$ cat src/rtl/uart_pkg.sv
// Shared UART definitions for the Basys3 serial path.
//
// Contents:
//   UART_DATA_W             - frame width in bits
//   UART_RX_FIFO_DEPTH_DEF  - default receive FIFO depth
//   UART_RX_FIFO_CNT_W      - occupancy width for the default depth (0..DEPTH)
//   uart_byte_t             - one received byte
//   uart_fifo_status_t      - packed status word for register maps
//   uart_fifo_status()      - helper that assembles a status word
package uart_pkg;

    localparam int unsigned UART_DATA_W            = 8;
    localparam int unsigned UART_RX_FIFO_DEPTH_DEF = 16;
    localparam int unsigned UART_RX_FIFO_CNT_W     = $clog2(UART_RX_FIFO_DEPTH_DEF) + 1;

    typedef logic [UART_DATA_W-1:0] uart_byte_t;

    typedef struct packed {
        logic [UART_RX_FIFO_CNT_W-1:0] count;
        logic                          full;
        logic                          empty;
        logic                          overflow;
    } uart_fifo_status_t;

    function automatic uart_fifo_status_t uart_fifo_status(
        input logic [UART_RX_FIFO_CNT_W-1:0] count,
        input logic                          full,
        input logic                          empty,
        input logic                          overflow
    );
        uart_fifo_status_t s;
        s.count    = count;
        s.full     = full;
        s.empty    = empty;
        s.overflow = overflow;
        return s;
    endfunction

endpackage

$ cat src/rtl/uart_rx_fifo_if.sv
// Byte path between the UART receiver, the receive FIFO and its consumer.
//
// Signals:
//   frame_ready - byte-complete strobe from the receiver (level, edge-detected by the FIFO)
//   frame       - received byte, valid while frame_ready is high
//   rd_valid    - FIFO head entry available
//   rd_data     - FIFO head entry (first-word-fall-through)
//   rd_ready    - consumer accepts the head entry
//
// Modports:
//   master - receiver/consumer side (drives frame, frame_ready, rd_ready)
//   slave  - FIFO side
interface uart_rx_fifo_if
    import uart_pkg::*;
#(
    parameter int unsigned WIDTH = UART_DATA_W
);

    logic             frame_ready;
    logic [WIDTH-1:0] frame;
    logic             rd_valid;
    logic [WIDTH-1:0] rd_data;
    logic             rd_ready;

    modport master (
        output frame_ready,
        output frame,
        output rd_ready,
        input  rd_valid,
        input  rd_data
    );

    modport slave (
        input  frame_ready,
        input  frame,
        input  rd_ready,
        output rd_valid,
        output rd_data
    );

endinterface

$ cat src/rtl/uart_fifo_ram.sv
// Simple dual-port storage array for the UART receive FIFO.
// One synchronous write port, one asynchronous read port. Contents are not reset.
//
// Ports:
//   clk   - write clock
//   we    - write enable
//   waddr - write address
//   wdata - write data
//   raddr - read address
//   rdata - read data (combinational from raddr)
module uart_fifo_ram
    import uart_pkg::*;
#(
    parameter int unsigned DEPTH  = UART_RX_FIFO_DEPTH_DEF,
    parameter int unsigned WIDTH  = UART_DATA_W,
    localparam int unsigned ADDR_W = $clog2(DEPTH)
) (
    input  logic              clk,
    input  logic              we,
    input  logic [ADDR_W-1:0] waddr,
    input  logic [WIDTH-1:0]  wdata,
    input  logic [ADDR_W-1:0] raddr,
    output logic [WIDTH-1:0]  rdata
);

    logic [WIDTH-1:0] mem [DEPTH];

    always_ff @(posedge clk) begin
        if (we) begin
            mem[waddr] <= wdata;
        end
    end

    assign rdata = mem[raddr];

endmodule

$ cat src/rtl/uart_rx_fifo.sv
// UART receive byte buffer: first-word-fall-through FIFO between the UART
// receiver and the byte consumer.
//
// One byte is captured per rising edge of frame_ready. The head entry is
// presented over a valid/ready handshake with zero added latency. Bytes that
// arrive while the FIFO is full (and not being drained in the same cycle) are
// dropped and latch the sticky overflow flag.
//
// Parameters:
//   DEPTH  - number of entries, power of 2, at least 2
//   WIDTH  - data width in bits
//   ADDR_W - pointer width, derived from DEPTH
//
// Ports:
//   clk      - system clock
//   RST_N    - asynchronous active-low reset
//   bus      - byte path (uart_rx_fifo_if.slave): frame/frame_ready in, rd_* out
//   count    - occupancy, 0..DEPTH
//   full     - count == DEPTH
//   empty    - count == 0
//   overflow - sticky: at least one byte dropped
//   ovf_clr  - single-cycle clear of overflow (a same-cycle drop wins)
//   hwm      - high-water mark of count (only with UART_RX_FIFO_HWM_EN)
//
// Build option:
//   UART_RX_FIFO_HWM_EN - adds the hwm output and its tracking register.
module uart_rx_fifo
    import uart_pkg::*;
#(
    parameter int unsigned DEPTH  = UART_RX_FIFO_DEPTH_DEF,
    parameter int unsigned WIDTH  = UART_DATA_W,
    localparam int unsigned ADDR_W = $clog2(DEPTH)
) (
    input  logic              clk,
    input  logic              RST_N,
    uart_rx_fifo_if.slave     bus,
    output logic [ADDR_W:0]   count,
    output logic              full,
    output logic              empty,
    output logic              overflow,
    input  logic              ovf_clr
`ifdef UART_RX_FIFO_HWM_EN
    ,
    output logic [ADDR_W:0]   hwm
`endif
);

    localparam logic [ADDR_W:0]   FULL_CNT = (ADDR_W + 1)'(DEPTH);
    localparam logic [ADDR_W:0]   CNT_ONE  = (ADDR_W + 1)'(1);
    localparam logic [ADDR_W-1:0] PTR_ONE  = ADDR_W'(1);

    logic              fr_q;
    logic [ADDR_W-1:0] rd_ptr;
    logic [ADDR_W-1:0] wr_ptr;
    logic [ADDR_W:0]   count_q;
    logic [ADDR_W:0]   count_next;
    logic              overflow_q;

    logic              push_req;
    logic              pop;
    logic              push;
    logic              drop;
    logic              is_full;
    logic              is_empty;

    // Flags come from the registered count, never from pointer comparison.
    assign is_full  = (count_q == FULL_CNT);
    assign is_empty = (count_q == '0);

    // fr_q resets to 1 so a strobe already high at reset release is not a new byte.
    assign push_req = bus.frame_ready & ~fr_q;

    // rd_valid is !empty, so a pop request against an empty FIFO is masked here.
    assign pop  = ~is_empty & bus.rd_ready;

    // A full FIFO still accepts a byte when the head leaves in the same cycle.
    assign push = push_req & (~is_full | pop);
    assign drop = push_req & is_full & ~pop;

    always_comb begin
        count_next = count_q;
        if (push && !pop) begin
            count_next = count_q + CNT_ONE;
        end else if (pop && !push) begin
            count_next = count_q - CNT_ONE;
        end
    end

    always_ff @(posedge clk or negedge RST_N) begin
        if (!RST_N) begin
            fr_q       <= 1'b1;
            rd_ptr     <= '0;
            wr_ptr     <= '0;
            count_q    <= '0;
            overflow_q <= 1'b0;
        end else begin
            fr_q    <= bus.frame_ready;
            count_q <= count_next;
            if (push) begin
                wr_ptr <= wr_ptr + PTR_ONE;
            end
            if (pop) begin
                rd_ptr <= rd_ptr + PTR_ONE;
            end
            // Set has priority over clear.
            if (drop) begin
                overflow_q <= 1'b1;
            end else if (ovf_clr) begin
                overflow_q <= 1'b0;
            end
        end
    end

    uart_fifo_ram #(
        .DEPTH (DEPTH),
        .WIDTH (WIDTH)
    ) u_ram (
        .clk   (clk),
        .we    (push),
        .waddr (wr_ptr),
        .wdata (bus.frame),
        .raddr (rd_ptr),
        .rdata (bus.rd_data)
    );

    assign bus.rd_valid = ~is_empty;
    assign count        = count_q;
    assign full         = is_full;
    assign empty        = is_empty;
    assign overflow     = overflow_q;

`ifdef UART_RX_FIFO_HWM_EN
    logic [ADDR_W:0] hwm_q;
    logic [ADDR_W:0] hwm_next;

    // A clear restarts tracking from the occupancy this cycle leaves behind.
    always_comb begin
        hwm_next = hwm_q;
        if (ovf_clr) begin
            hwm_next = count_next;
        end else if (count_next > hwm_q) begin
            hwm_next = count_next;
        end
    end

    always_ff @(posedge clk or negedge RST_N) begin
        if (!RST_N) begin
            hwm_q <= '0;
        end else begin
            hwm_q <= hwm_next;
        end
    end

    assign hwm = hwm_q;
`endif

endmodule

$ cat src/flat_wrapper.sv
// flat-port wrapper written by rule: the top's interface ports become plain ports
module uart_rx_fifo_flat import uart_pkg::*;
#(
    parameter int unsigned DEPTH  = UART_RX_FIFO_DEPTH_DEF,
    parameter int unsigned WIDTH  = UART_DATA_W,
    localparam int unsigned ADDR_W = $clog2(DEPTH)
)
  (clk, RST_N, count, full, empty, overflow, ovf_clr, bus_frame_ready, bus_frame, bus_rd_ready, bus_rd_valid, bus_rd_data);
  uart_rx_fifo_if #(.WIDTH(WIDTH)) bus_i ();
  input  logic clk;
  input  logic RST_N;
  output logic [ADDR_W:0] count;
  output logic full;
  output logic empty;
  output logic overflow;
  input  logic ovf_clr;
  input wire logic [$bits(bus_i.frame_ready)-1:0] bus_frame_ready;
  input wire logic [$bits(bus_i.frame)-1:0] bus_frame;
  input wire logic [$bits(bus_i.rd_ready)-1:0] bus_rd_ready;
  output wire logic [$bits(bus_i.rd_valid)-1:0] bus_rd_valid;
  output wire logic [$bits(bus_i.rd_data)-1:0] bus_rd_data;
  assign bus_i.frame_ready = bus_frame_ready;
  assign bus_i.frame = bus_frame;
  assign bus_i.rd_ready = bus_rd_ready;
  assign bus_rd_valid = bus_i.rd_valid;
  assign bus_rd_data = bus_i.rd_data;
  uart_rx_fifo #(.DEPTH(DEPTH), .WIDTH(WIDTH)) u_core (.clk(clk), .RST_N(RST_N), .bus(bus_i), .count(count), .full(full), .empty(empty), .overflow(overflow), .ovf_clr(ovf_clr));
endmodule
$ cat config.mk
export PLATFORM = sky130hd
export DESIGN_NAME = uart_rx_fifo_flat
export DESIGN_NICKNAME = d
export VERILOG_FILES = /design/src/rtl/uart_pkg.sv /design/src/rtl/uart_rx_fifo_if.sv /design/src/rtl/uart_fifo_ram.sv /design/src/rtl/uart_rx_fifo.sv /design/src/flat_wrapper.sv
export SDC_FILE = /design/constraint.sdc
export NUM_CORES = 1
export LEC_CHECK = 0
export CAP_MARGIN = 20
export CORE_UTILIZATION = 59
export CTS_CLUSTER_DIAMETER = 60
export DETAILED_ROUTE_END_ITERATION = 10
export HOLD_SLACK_MARGIN = 0.05
export PLACE_DENSITY = 0.8
export REMOVE_ABC_BUFFERS = 1
export SYNTH_ARGS = -nofsm -noshare
export SYNTH_HDL_FRONTEND = slang
export SYNTH_HIERARCHICAL = 1
export SYNTH_SLANG_ARGS = --single-unit
export TNS_END_PERCENT = 10
$ cat constraint.sdc
create_clock -name clk -period 2.9 [get_ports clk]
set_input_delay 0.87 -clock clk [delete_from_list [all_inputs] [get_ports clk]]
set_output_delay 0.87 -clock clk [all_outputs]
set_load 0.005 [all_outputs]
* Word level (Yosys, flattened, before mapping) *
Memory sizes are Yosys's and may differ from the RTL's.
Cells that the tools add are included.

word-level totals
  flip-flop bits (word level) = 15
  memories kept = 1
  logic and storage cells = 34
  output and inout bits = 17
  memory bits (writable) = 128

operators by class
  bitwise logic cells = 10
  reductions and logical operators = 7
  add/subtract/negate cells = 4
  equality and inequality tests = 1
  mux-type cells = 6

memories
  memory            depth  bits a word  read ports  clocked after memory_dff  write ports  line                 source
  u_core.u_ram.mem  16     8            1           0                         1            uart_fifo_ram.sv:26  logic [WIDTH-1:0] mem [DEPTH];

operators by type and width
  operator               number
  $mux W5                2
  $add A4 B1 Y4 const B  2
  $add A5 B1 Y5 const B  1
  $and A1 B1 Y1          5
  $eq A5 B5 Y1 const B   1
  $logic_not A5 Y1       1
  $sub A5 B1 Y5 const B  1
  $mux W1                4
  $not A1 Y1             4
  $reduce_bool A2 Y1     2
  $logic_and A1 B1 Y1    2
  $logic_not A1 Y1       2
  $or A1 B1 Y1           1

* Longest topological paths before layout *
  depth in word-level cells = 9
  mapped depth = 9
  mapped depth without buffers = 9

* Cells and area by module *
The synthesis kept the hierarchy.

by module, submodules not included
  module         times used  area an instance (µm²)  cells each
  uart_fifo_ram  1           4987.3                  221
  uart_rx_fifo   1           777.0                   64

* Least setup slack after synthesis *
OpenSTA, ideal clock, no wires.

  path type = input-to-reg
  from = in bus_frame_ready
  to = mem u_core/u_ram/mem[0][0] (netlist name), enable pin
  arrival = 2338 ps
  stages on the path = 4
  setup time = 383 ps
  slack = 179 ps
  cell sequence = nand2b_1 -> a31oi_4 -> or3b_2 -> nor3_1

on the way
  word-level cells in the longest chain between the ends = 4

RTL lines
  item                           line                 source
  start, declared                flat_wrapper.sv:17   input wire logic [$bits(bus_i.frame_ready)-1:0] bus_frame_ready;
  $and A1 B1 Y1                  uart_rx_fifo.sv:71   assign push_req = bus.frame_ready & ~fr_q;
  $and A1 B1 Y1                  uart_rx_fifo.sv:77   assign push = push_req & (~is_full | pop);
  via u_core.push                uart_rx_fifo.sv:61   logic push;
  $mux W1                        uart_fifo_ram.sv:29  if (we) begin
  $mux W1 (implied by the code)  uart_fifo_ram.sv:30  mem[waddr] <= wdata;
  end, declared                  uart_fifo_ram.sv:26

The timed path passes the listed nets, and every way through them passes these cells.

* Worst setup path after layout *
  from = reg u_core.rd_ptr[0]
  to = out bus_rd_data[7]

on the way
  word-level cells in the longest chain between the ends = 1

RTL lines
  item                    line                 source
  start, declared         uart_rx_fifo.sv:53   logic [ADDR_W-1:0] rd_ptr;
  start signal, assigned  uart_rx_fifo.sv:103  rd_ptr <= rd_ptr + PTR_ONE;
  $mem_v2 Z16 W8          -
  end, declared           flat_wrapper.sv:21   output wire logic [$bits(bus_i.rd_data)-1:0] bus_rd_data;

No other way between the ends.

==> flow_metrics.env <==
export IMPL_wirelength_mm=11.8
export IMPL_groute_usage_overall_pct=26.2
export IMPL_cts_made_buffers=17
export IMPL_port_buffers=29
export IMPL_avgSynthCellArea_um2=20.2
export IMPL_h_tree_depth=4
export IMPL_routed_top_layer="met4"
export IMPL_hold_viol=0
export IMPL_synth_simple_area_share_pct=4.19
export IMPL_seq_area_frac_synth_pct=73.2
export IMPL_design_area_um2=7140
export IMPL_grt_pass1_vias=3233
export IMPL_antenna_cells=0
export IMPL_critPathMaxFanout=6
export IMPL_cts_clk_slew_worst_paths_ps=60
export IMPL_failed_checks="setup timing"
export IMPL_synthAdderAreaFrac_pct=1.65
export IMPL_finalSetupViolations=8
export IMPL_fin_nets=387
export IMPL_routed_wl_met3_um=834
export IMPL_viasPerCell=5.98
export IMPL_min_path_type="reg -> reg"
export IMPL_cp_end_kind="output port"
export IMPL_grt_overflow=0
export IMPL_final_common_cell="edfxtp_1"
export IMPL_ys_seq_elements=143
export IMPL_die_w_um=101
export IMPL_fin_tns_setup_ps=-792
export IMPL_max_freq_mhz=327
export IMPL_layout_common_cells="128 x edfxtp_1, 34 x buf_4, 29 x mux4_2, 19 x clkdlybuf4s50_1, 16 x clkbuf_16"
export IMPL_synth_top_family_by_area="multiplexers"
export IMPL_crit_required_ps=2030
export IMPL_dpl_cell_area_um2=6420
export IMPL_drive_gt1_share_pct=36.6
export IMPL_tightest_slew_ps=691
export IMPL_post_place_cells=467
export IMPL_cts_sinks=143
export IMPL_p_leak_nw=2.50
export IMPL_hold_slack_ps=541
export IMPL_route_met2_wl_mm=6.12
export IMPL_drt_iter0_markers=171
export IMPL_p_total_mw=7.04
export IMPL_yosysWarnings=6
export IMPL_period_minus_slack_ps=3060
export IMPL_ctsHoldBuffers=0
export IMPL_rows=35
export IMPL_synth_xor_area_share_pct=1.52
export IMPL_synth_compound_area_share_pct=3.47
export IMPL_path_cells="buf_12, buf_12, buf_6, mux4_2, a22oi_2, nand2_1, clkbuf_2"
export IMPL_coreArea_um2=9370
export IMPL_slowest_delay_ps=450
export IMPL_peakVddDrop_mv=0.650
export IMPL_crit_slowest_cell="mux4_2"
export IMPL_wl_per_cell_um=23.2
export IMPL_criticalPathCategory="reg -> out"
export IMPL_cts_tree="done"
export IMPL_start_util_pct=61.5
export IMPL_met1_length_mm=4.63
export IMPL_arrival_ps=2190
export IMPL_grt_pass1_wl_mm=18.2
export IMPL_dieArea_um2=10200
export IMPL_dp_hpwl_mm=6.86
export IMPL_critPathBufInv=4
export IMPL_final_cells=509
export IMPL_setup_ws_ps=-160
export IMPL_maxCapViolCount=0
export IMPL_synth_area_um2=5760
export IMPL_place_gp_congestion=0.829
export IMPL_skew_ps=6.04
export IMPL_grt_max_degree=36
export IMPL_syn2layout_area_growth_pct=23.8
export IMPL_fp_dieH_um=101
export IMPL_maxSlewHeadroom_pct=53.8
export IMPL_clk_path_buf_depth=2
export IMPL_io_pins=30
export IMPL_synth_area_mux_share_pct=14.1
export IMPL_cpLargestDelayFamily="buffers and inverters"
export IMPL_power_density_nw_per_um2=987
export IMPL_rsz0062_at_grt="true"
export IMPL_period_share_pct=106
export IMPL_clock_latency_ps=520
export IMPL_ant_nets=0
export IMPL_drv_slew=0
export IMPL_root_buffer="clkbuf_8"
export IMPL_first_pass_iters=4
export IMPL_crit_path_start_kind="register"
export IMPL_synth_cells=285
export IMPL_antenna_found_initial=0
export IMPL_drc=0
export IMPL_synth_distinct_cells=36
export IMPL_cp_common_cell="buf_12"
export IMPL_status="finished with violations"
export IMPL_via_count=3044
## worst paths after layout
path	slack (ps)	cells after the start	start	endpoint
setup / recovery	-160	7	u_core/rd_ptr[0]	bus_rd_data[7]
hold / removal	540	2	u_core/overflow	u_core/overflow
setup reg to reg	440	10	u_core/count[0]	u_core/count[4]
hold reg to reg	540	2	u_core/overflow	u_core/overflow
max in group asynchronous	1650	1	RST_N	u_core/rd_ptr[0]
min in group asynchronous	770	1	RST_N	u_core/overflow
## cells by family after synthesis
logic type | after synthesis
xor+xnor | 10
compound gates | 26
simple gates | 48
buf+inv | 16
fa+ha+maj | 7
mux | 35
flops | 143
## area by class of cell
type / count / area, um^2
clock inverters: 15 / 160
flip-flops and latches: 143 / 4220
repair buffers: 73 / 688
well taps: 129 / 161
clock buffers: 17 / 414
inverters: 6 / 22.5
multi-input cells: 126 / 1470
fillers: 534 / 2230
## through the flow
step | utilization (%) | worst slack (ps)
after floorplan | - | -208
after global placement | 68.5 | -55.6
after detailed placement | 68.5 | -101
after CTS | 76.6 | -234
after global routing | 76.2 | -207
final | 76.2 | -160
## power breakdown
part	internal, mW	switching, mW
clock	1.24	0.842
sequential	2.45	0.190
combinational	1.26	1.06
## sequential cells by signal (all words and copies together), names as in the netlist
register,flops
u_core/rd_ptr,4
u_core/u_ram/mem,128
u_core/count,5
u_core/overflow,1
u_core/fr_q,1
u_core/wr_ptr,4
## cells in the mapped netlist
master | n | area [um^2]
edfxtp_1 | 128 | 3840
mux4_2 | 18 | 405
a22oi_1 | 16 | 120
dfrtp_1 | 14 | 350
mux4_1 | 14 | 368
nand2_1 | 14 | 52.6
nor2_1 | 14 | 52.6
xnor2_1 | 7 | 61.3
ha_1 | 6 | 75.1
inv_1 | 6 | 22.5
nand3_1 | 4 | 20.0
nor3_1 | 4 | 20.0
a21oi_1 | 3 | 15.0
buf_2 | 3 | 15.0
buf_6 | 3 | 33.8
clkdlybuf4s25_2 | 3 | 30.0
nand2b_1 | 3 | 18.8
xor2_1 | 3 | 26.3
a21o_2 | 2 | 17.5
mux2_2 | 2 | 22.5
nand3b_1 | 2 | 15.0
o21ai_0 | 2 | 10.0
a31oi_4 | 1 | 21.3
and2_1 | 1 | 6.26
and2b_1 | 1 | 7.51
and3_1 | 1 | 6.26
buf_4 | 1 | 7.51
dfstp_2 | 1 | 26.3
fa_1 | 1 | 20.0
mux2_4 | 1 | 15.0
nand4_1 | 1 | 6.26
nor2b_1 | 1 | 6.26
nor4_4 | 1 | 21.3
o21bai_1 | 1 | 7.51
o32ai_1 | 1 | 8.76
or3b_2 | 1 | 8.76
## worst register-to-register path, stage by stage, from the launching register on
cell and delay (ps):
dfrtp_2 460, nor4_4 360, buf_4 190, a31oi_4 90, ha_1 210, inv_1 150, ha_1 290, a21oi_1 190
and3_1 190, o21bai_1 70, xnor2_1 130
## timing repair
action | CTS | global route
endpoints found under the setup margin | 11 | 9
buffers inserted | 8 | 2
resized for setup | 57 | 10
pin swaps | 19 | 15
hold endpoints to repair | 0 | 0
gates cloned | 2 | 0
## routing by layer
metal / vias to the layer above / GRT usage, %
met5: - / 0
met4: 0 / 11.8
met3: 24 / 5.48
met2: 136 / 43.1
met1: 1559 / 34.1
li1: 1325 / -
No activity file was read; power rests on OpenSTA's default activity.
